<file path="src/rtl/tx_cordic_rotator_if.sv">
// Sample-stream interface of tx_cordic_rotator: polar sample in (nd strobe), cartesian result out (rdy strobe).
interface tx_cordic_rotator_if #(
    parameter int DATA_W = 16
);
    logic                     nd;
    logic signed [DATA_W-1:0] mag_in;
    logic signed [15:0]       phase_in;
    logic                     rdy;
    logic signed [DATA_W-1:0] x_out;
    logic signed [DATA_W-1:0] y_out;
    logic                     phase_err;

    modport master (
        output nd, mag_in, phase_in,
        input  rdy, x_out, y_out, phase_err
    );

    modport slave (
        input  nd, mag_in, phase_in,
        output rdy, x_out, y_out, phase_err
    );
endinterface

</file>
<file path="src/rtl/tx_cordic_rotator.sv">
// Pipelined rotation-mode CORDIC: (magnitude, phase rad*2^13) -> saturated cartesian (x, y).
// Optional macro CORDIC_GAIN_COMP_EN adds a 1/K gain-compensation stage (latency ITERS+3 instead of ITERS+2).
module tx_cordic_rotator #(
    parameter int DATA_W = 16,
    parameter int ITERS  = 13,
    parameter int GUARD  = 2
) (
    input  logic               clk,
    input  logic               sclr,
    tx_cordic_rotator_if.slave bus
);
    localparam int IW = DATA_W + GUARD;
    // Phase accumulator carries two bits of headroom over the 16-bit input for the pre-rotation offset.
    localparam int ZW = 18;

    localparam logic signed [15:0] HALF_PI = 16'sd12868;
    localparam logic signed [15:0] PI_LIM  = 16'sd25736;

    localparam logic signed [ZW-1:0] ATAN [14] = '{
        18'sd6434, 18'sd3798, 18'sd2007, 18'sd1019, 18'sd511, 18'sd256, 18'sd128,
        18'sd64,   18'sd32,   18'sd16,   18'sd8,    18'sd4,   18'sd2,   18'sd1
    };

    localparam logic signed [DATA_W-1:0] OUT_MAX = {1'b0, {(DATA_W-1){1'b1}}};
    localparam logic signed [DATA_W-1:0] OUT_MIN = {1'b1, {(DATA_W-1){1'b0}}};

    // Stage k holds the sample after k micro-rotations; index 0 is the pre-rotated input.
    logic signed [IW-1:0] xs [ITERS+1];
    logic signed [IW-1:0] ys [ITERS+1];
    logic signed [ZW-1:0] zs [ITERS+1];
    logic [ITERS:0]       vs;
    logic [ITERS:0]       es;

    logic signed [IW-1:0] mag_ext;
    logic signed [ZW-1:0] ph_ext;
    logic signed [IW-1:0] x0_d;
    logic signed [IW-1:0] y0_d;
    logic signed [ZW-1:0] z0_d;
    logic                 err0_d;

    // Quadrant fold: bring |phase| within pi/2 so the micro-rotations can converge.
    always_comb begin
        // NOTE: every always_comb output gets a default first, so no path can leave it unassigned (no latch).
        mag_ext = IW'(bus.mag_in);
        ph_ext  = ZW'(bus.phase_in);
        x0_d    = mag_ext;
        y0_d    = '0;
        z0_d    = ph_ext;
        if (bus.phase_in > HALF_PI) begin
            x0_d = '0;
            y0_d = mag_ext;
            z0_d = ph_ext - ZW'(HALF_PI);
        end else if (bus.phase_in < -HALF_PI) begin
            x0_d = '0;
            y0_d = -mag_ext;
            z0_d = ph_ext + ZW'(HALF_PI);
        end
        err0_d = (bus.phase_in > PI_LIM) || (bus.phase_in < -PI_LIM);
    end

    always_ff @(posedge clk or posedge sclr) begin
        // NOTE: data registers are cleared too, not just valid bits, so the whole datapath reads zero right after sclr.
        if (sclr) begin
            for (int i = 0; i <= ITERS; i++) begin
                xs[i] <= '0;
                ys[i] <= '0;
                zs[i] <= '0;
            end
            vs <= '0;
            es <= '0;
        end else begin
            // NOTE: non-blocking assignments let every stage read the previous cycle's neighbour.
            vs <= {vs[ITERS-1:0], bus.nd};
            es[ITERS:1] <= es[ITERS-1:0];
            if (bus.nd) begin
                xs[0] <= x0_d;
                ys[0] <= y0_d;
                zs[0] <= z0_d;
                es[0] <= err0_d;
            end
            for (int i = 0; i < ITERS; i++) begin
                if (!zs[i][ZW-1]) begin
                    xs[i+1] <= xs[i] - (ys[i] >>> i);
                    ys[i+1] <= ys[i] + (xs[i] >>> i);
                    zs[i+1] <= zs[i] - ATAN[i];
                end else begin
                    xs[i+1] <= xs[i] + (ys[i] >>> i);
                    ys[i+1] <= ys[i] - (xs[i] >>> i);
                    zs[i+1] <= zs[i] + ATAN[i];
                end
            end
        end
    end

`ifdef CORDIC_GAIN_COMP_EN
    localparam int SW = IW + 16;
    localparam logic signed [SW-1:0] INV_K     = SW'(19898);
    localparam logic signed [SW-1:0] ROUND_ADD = SW'(16384);

    logic signed [SW-1:0] x_prod;
    logic signed [SW-1:0] y_prod;
    logic signed [SW-1:0] xg;
    logic signed [SW-1:0] yg;
    logic                 vg;
    logic                 eg;

    assign x_prod = SW'(xs[ITERS]) * INV_K;
    assign y_prod = SW'(ys[ITERS]) * INV_K;

    // Scale by 1/K in Q15 with round-half-up, cancelling the CORDIC gain.
    always_ff @(posedge clk or posedge sclr) begin
        if (sclr) begin
            xg <= '0;
            yg <= '0;
            vg <= 1'b0;
            eg <= 1'b0;
        end else begin
            xg <= (x_prod + ROUND_ADD) >>> 15;
            yg <= (y_prod + ROUND_ADD) >>> 15;
            vg <= vs[ITERS];
            eg <= es[ITERS];
        end
    end

    logic signed [SW-1:0] fin_x;
    logic signed [SW-1:0] fin_y;
    logic                 fin_v;
    logic                 fin_e;

    assign fin_x = xg;
    assign fin_y = yg;
    assign fin_v = vg;
    assign fin_e = eg;
`else
    localparam int SW = IW;

    logic signed [SW-1:0] fin_x;
    logic signed [SW-1:0] fin_y;
    logic                 fin_v;
    logic                 fin_e;

    assign fin_x = xs[ITERS];
    assign fin_y = ys[ITERS];
    assign fin_v = vs[ITERS];
    assign fin_e = es[ITERS];
`endif

    function automatic logic signed [DATA_W-1:0] sat(input logic signed [SW-1:0] v);
        if (v > SW'(OUT_MAX)) begin
            return OUT_MAX;
        end else if (v < SW'(OUT_MIN)) begin
            return OUT_MIN;
        end
        return DATA_W'(v);
    endfunction

    logic                     rdy_q;
    logic signed [DATA_W-1:0] x_q;
    logic signed [DATA_W-1:0] y_q;
    logic                     err_q;

    // Output register updates only for a valid sample and otherwise holds the last result.
    always_ff @(posedge clk or posedge sclr) begin
        if (sclr) begin
            rdy_q <= 1'b0;
            x_q   <= '0;
            y_q   <= '0;
            err_q <= 1'b0;
        end else begin
            rdy_q <= fin_v;
            if (fin_v) begin
                x_q   <= sat(fin_x);
                y_q   <= sat(fin_y);
                err_q <= fin_e;
            end
        end
    end

    assign bus.rdy       = rdy_q;
    assign bus.x_out     = x_q;
    assign bus.y_out     = y_q;
    assign bus.phase_err = err_q;
endmodule

</file>
<file path="src/flat_wrapper.sv">
// flat-port wrapper written by rule: the top's interface ports become plain ports
module tx_cordic_rotator_flat 
#(
    parameter int DATA_W = 16,
    parameter int ITERS  = 13,
    parameter int GUARD  = 2
)
  (clk, sclr, bus_nd, bus_mag_in, bus_phase_in, bus_rdy, bus_x_out, bus_y_out, bus_phase_err);
  tx_cordic_rotator_if #(.DATA_W(DATA_W)) bus_i ();
  input  logic clk;
  input  logic sclr;
  input wire logic [$bits(bus_i.nd)-1:0] bus_nd;
  input wire logic [$bits(bus_i.mag_in)-1:0] bus_mag_in;
  input wire logic [$bits(bus_i.phase_in)-1:0] bus_phase_in;
  output wire logic [$bits(bus_i.rdy)-1:0] bus_rdy;
  output wire logic [$bits(bus_i.x_out)-1:0] bus_x_out;
  output wire logic [$bits(bus_i.y_out)-1:0] bus_y_out;
  output wire logic [$bits(bus_i.phase_err)-1:0] bus_phase_err;
  assign bus_i.nd = bus_nd;
  assign bus_i.mag_in = bus_mag_in;
  assign bus_i.phase_in = bus_phase_in;
  assign bus_rdy = bus_i.rdy;
  assign bus_x_out = bus_i.x_out;
  assign bus_y_out = bus_i.y_out;
  assign bus_phase_err = bus_i.phase_err;
  tx_cordic_rotator #(.DATA_W(DATA_W), .ITERS(ITERS), .GUARD(GUARD)) u_core (.clk(clk), .sclr(sclr), .bus(bus_i));
endmodule
</file>
<file path="config.mk">
export PLATFORM = sky130hd
export DESIGN_NAME = tx_cordic_rotator_flat
export DESIGN_NICKNAME = d
export VERILOG_FILES = /design/src/rtl/tx_cordic_rotator_if.sv /design/src/rtl/tx_cordic_rotator.sv /design/src/flat_wrapper.sv
export SDC_FILE = /design/constraint.sdc
export NUM_CORES = 2
export LEC_CHECK = 0
export BUFFER_PORTS_ARGS = -buffer_cell sky130_fd_sc_hd__buf_2
export CORE_MARGIN = 3
export CORE_UTILIZATION = 41
export CTS_BUF_LIST = sky130_fd_sc_hd__clkbuf_4 sky130_fd_sc_hd__clkbuf_8 sky130_fd_sc_hd__clkbuf_16
export CTS_CLUSTER_DIAMETER = 30
export CTS_CLUSTER_SIZE = 16
export DETAILED_ROUTE_END_ITERATION = 12
export HOLD_SLACK_MARGIN = 0.1
export PLACE_DENSITY = 0.59
export SKIP_CTS_REPAIR_TIMING = 1
export SKIP_LAST_GASP = 1
export SYNTH_ARGS = -nofsm -noshare
export SYNTH_HDL_FRONTEND = slang
export SYNTH_SLANG_ARGS = --single-unit
</file>
<file path="constraint.sdc">
create_clock -name clk -period 32.7 [get_ports clk]
set_clock_uncertainty 0.2 [all_clocks]
set_input_delay 1.635 -clock clk [delete_from_list [all_inputs] [get_ports clk]]
set_output_delay 1.635 -clock clk [all_outputs]
set_load 0.03 [all_outputs]
</file>
==> impl_metrics.yaml <==
sta:
  fin_crit_ps: 5160
  hold_viol: 0
  worstMarginPinSlew_ps: 1130
  tns_ps: 0
  setup_slack_ps: 27540
  setup_viol: 0
  rsz0062_at_grt: "false"
  max_slew_margin_pct: 24.7
  finalMaxSlewViolations: 0
  finalCritPeriodShare_pct: 15.8
  clock.fmax_mhz: 194
die:
  dieArea_um2: 137000
  core_area_um2: 132000
  rows: 133
  num_io_pins: 69
  die_y_um: 371
  dieWidth_um: 371
  start_util_pct: 41.4
yosys:
  synth.distinct_cells: 94
  netlist_area_um2: 54500
  ys.warnings.count: 0
  async_flop_share_pct: 100
  synth.avg_cell_area_um2: 9.31
  synthFlopType: "dfrtp_1"
  synth_nets: 6590
  yosysSeqAreaShare_pct: 35.1
  synth_seq_cells: 765
  synth_cells: 5856
  synth_edf_count: 0
global_routing:
  grt_max_degree: 177
  grtUsageTotal_pct: 18.2
  grt_pass1_wl_um: 207000
  antenna_found_initial: 5
  overflow: 0
  grt_pass1_vias: 41444
status:
  outcome: "completed"
setup_path:
  crit_type: "input port to async pin"
  endpoint_kind: "async pin"
  max_stage_delay_ps: 840
  arrival_ps: 5710
  worstPathCellList: "buf_2, inv_8, buf_12, buf_4, buf_12, buf_4"
  r2r_slack_ps: 28020
  worst_path_max_delay_cell: "buf_4"
  rr_startpoint: "u_core.zs[89]"
  r2r_end: "u_core.ys[71]"
  cp_top_family: "buffers and inverters"
  start_kind: "input port"
  reg2reg_depth: 11
  cp.required_ps: 33240
  cp_num_buf_inv: 6
  crit_fanout: 176
final_layout:
  layout_commonest_cell: "dfrtp_1"
  fin_nets: 6729
  mostFrequentLayoutCells: "764 x dfrtp_1, 662 x ha_1, 589 x a21oi_1"
  fillers: 12462
  num_antenna_cells: 0
  syn2layout_area_growth_pct: 15.5
  drive_gt1_share_pct: 8.33
  utilization_pct: 47.8
  instances_no_fill: 7892
job:
  cap_violations: 0
placement:
  place_inst: 7576
  place_ws_ps: 26470
  port-buffer-count: 68
  dpl.hpwl_um: 96000
  finalWeightedCongestion: 0.863
routing:
  via_per_inst: 5.30
  drc: 0
  met2_length_um: 59100
  dr.pass1.iters: 5
  topRoutingLayerUsed: "met4"
  vias: 41797
  drt-total-wl_um: 124000
  wl_met3_um: 5370
  drt_iter0_drc: 2206
  drtAntennaViolNets: 0
  drt-wirelength-per-cell_um: 15.8
  wl_met1_um: 57300
cts:
  cts_buffers: 172
  clkTransAtPathRegs_ps: 50
  cts-htree-levels: 4
  insertion_delay_ps: 760
  cts_tree: "yes"
  clkSinkCount: 765
  clock_path_buffers: 3
  root_buffer: "clkbuf_16"
min_path:
  holdCritPathClass: "flip-flop to flip-flop"
  hold_end: "u_core.zs[130]"
  hold_path_depth: 0
  min_from: "u_core.zs[148]"
[layout make-up]
class | instances | area (um^2) | area share [%]
Timing Repair Buffer | 88 | 515 | 0.818
Clock buffer | 206 | 4730 | 7.50
Multi-Input combinational cell | 4599 | 33500 | 53.1
Sequential cell | 765 | 19100 | 30.4
Clock inverter | 110 | 1540 | 2.44
Tap cell | 1755 | 2200 | 3.49
Inverter | 369 | 1390 | 2.21
[how the worst max path moves through the flow]
stage / cells after the start / start / end / slack (ps)
final: 6 / sclr / u_core.xs[180] / 27540
after global placement: 6 / sclr / u_core.ys[142] / 26590
after floorplan: 1 / sclr / u_core.bus.phase_err / 9390
after global routing: 6 / sclr / u_core.xs[178] / 26760
after detailed placement: 6 / sclr / u_core.xs[141] / 26470
after CTS: 6 / sclr / u_core.ys[134] / 27310
[synth_stat cells (19+ instances only)]
cell        n  share of area (%)
ha_1      662                 15
a21o_1    207                2.9
o211ai_1   54               0.74
nor2_1    532                3.7
mux2_2     38               0.78
nand4_1    27               0.31
xnor2_1   520                8.4
nor2b_1    59               0.68
o21a_1     74                1.0
nor3_1    181                1.7
nand2_1   290                2.0
o21ai_0   302                2.8
or2_2      24               0.28
fa_1       37                1.4
o31ai_1    24               0.33
dfrtp_1   765                 35
clkbuf_1   87               0.60
nand2b_1   67               0.77
a211oi_1   42               0.58
inv_1     368                2.5
a21boi_0   21               0.29
mux2i_1    27               0.50
nand3_1    89               0.82
and2_1     19               0.22
o21bai_1   72               0.99
or3_1      35               0.40
a31oi_1    51               0.59
and3_1     42               0.48
nor4_1     22               0.25
xor2_1    239                3.8
a21oi_1   589                5.4
[cells by family after synthesis]
logic type	share of synthesized area, %
compound gates	18.9
simple gates	12.5
flops	35.1
xor+xnor	12.2
fa+ha+maj	16.6
buf+inv	3.47
mux	1.28
[per-stage QoR]
stage          instance area, um^2  hold slack, ps
6_report                     63000             109
5_1_grt                      63000             124
4_1_cts                      63000             114
3_5_place_dp                 56700             135
3_3_place_gp                 56700             131
2_1_floorplan                54500             131
[metal layers]
layer,global-route usage (%),vias up
li1,-,21040
met1,23.8,19883
met2,30.6,677
met3,3.39,197
met4,5.42,0
met5,0,-
[sequential cells by signal, indices dropped and copies added (netlist names)]
| register | flops |
|---|---|
| u_core.vs | 14 |
| u_core.bus.phase_err | 1 |
| u_core.xs | 232 |
| u_core.zs | 202 |
| u_core.ys | 233 |
| u_core.bus.y_out | 16 |
| u_core.es | 14 |
| u_core.fin_x | 18 |
| u_core.bus.rdy | 1 |
| u_core.bus.x_out | 16 |
| u_core.fin_y | 18 |
Power is not shown: default switching activity piles up to over one toggle a cycle in this logic, so the estimate is an artifact.
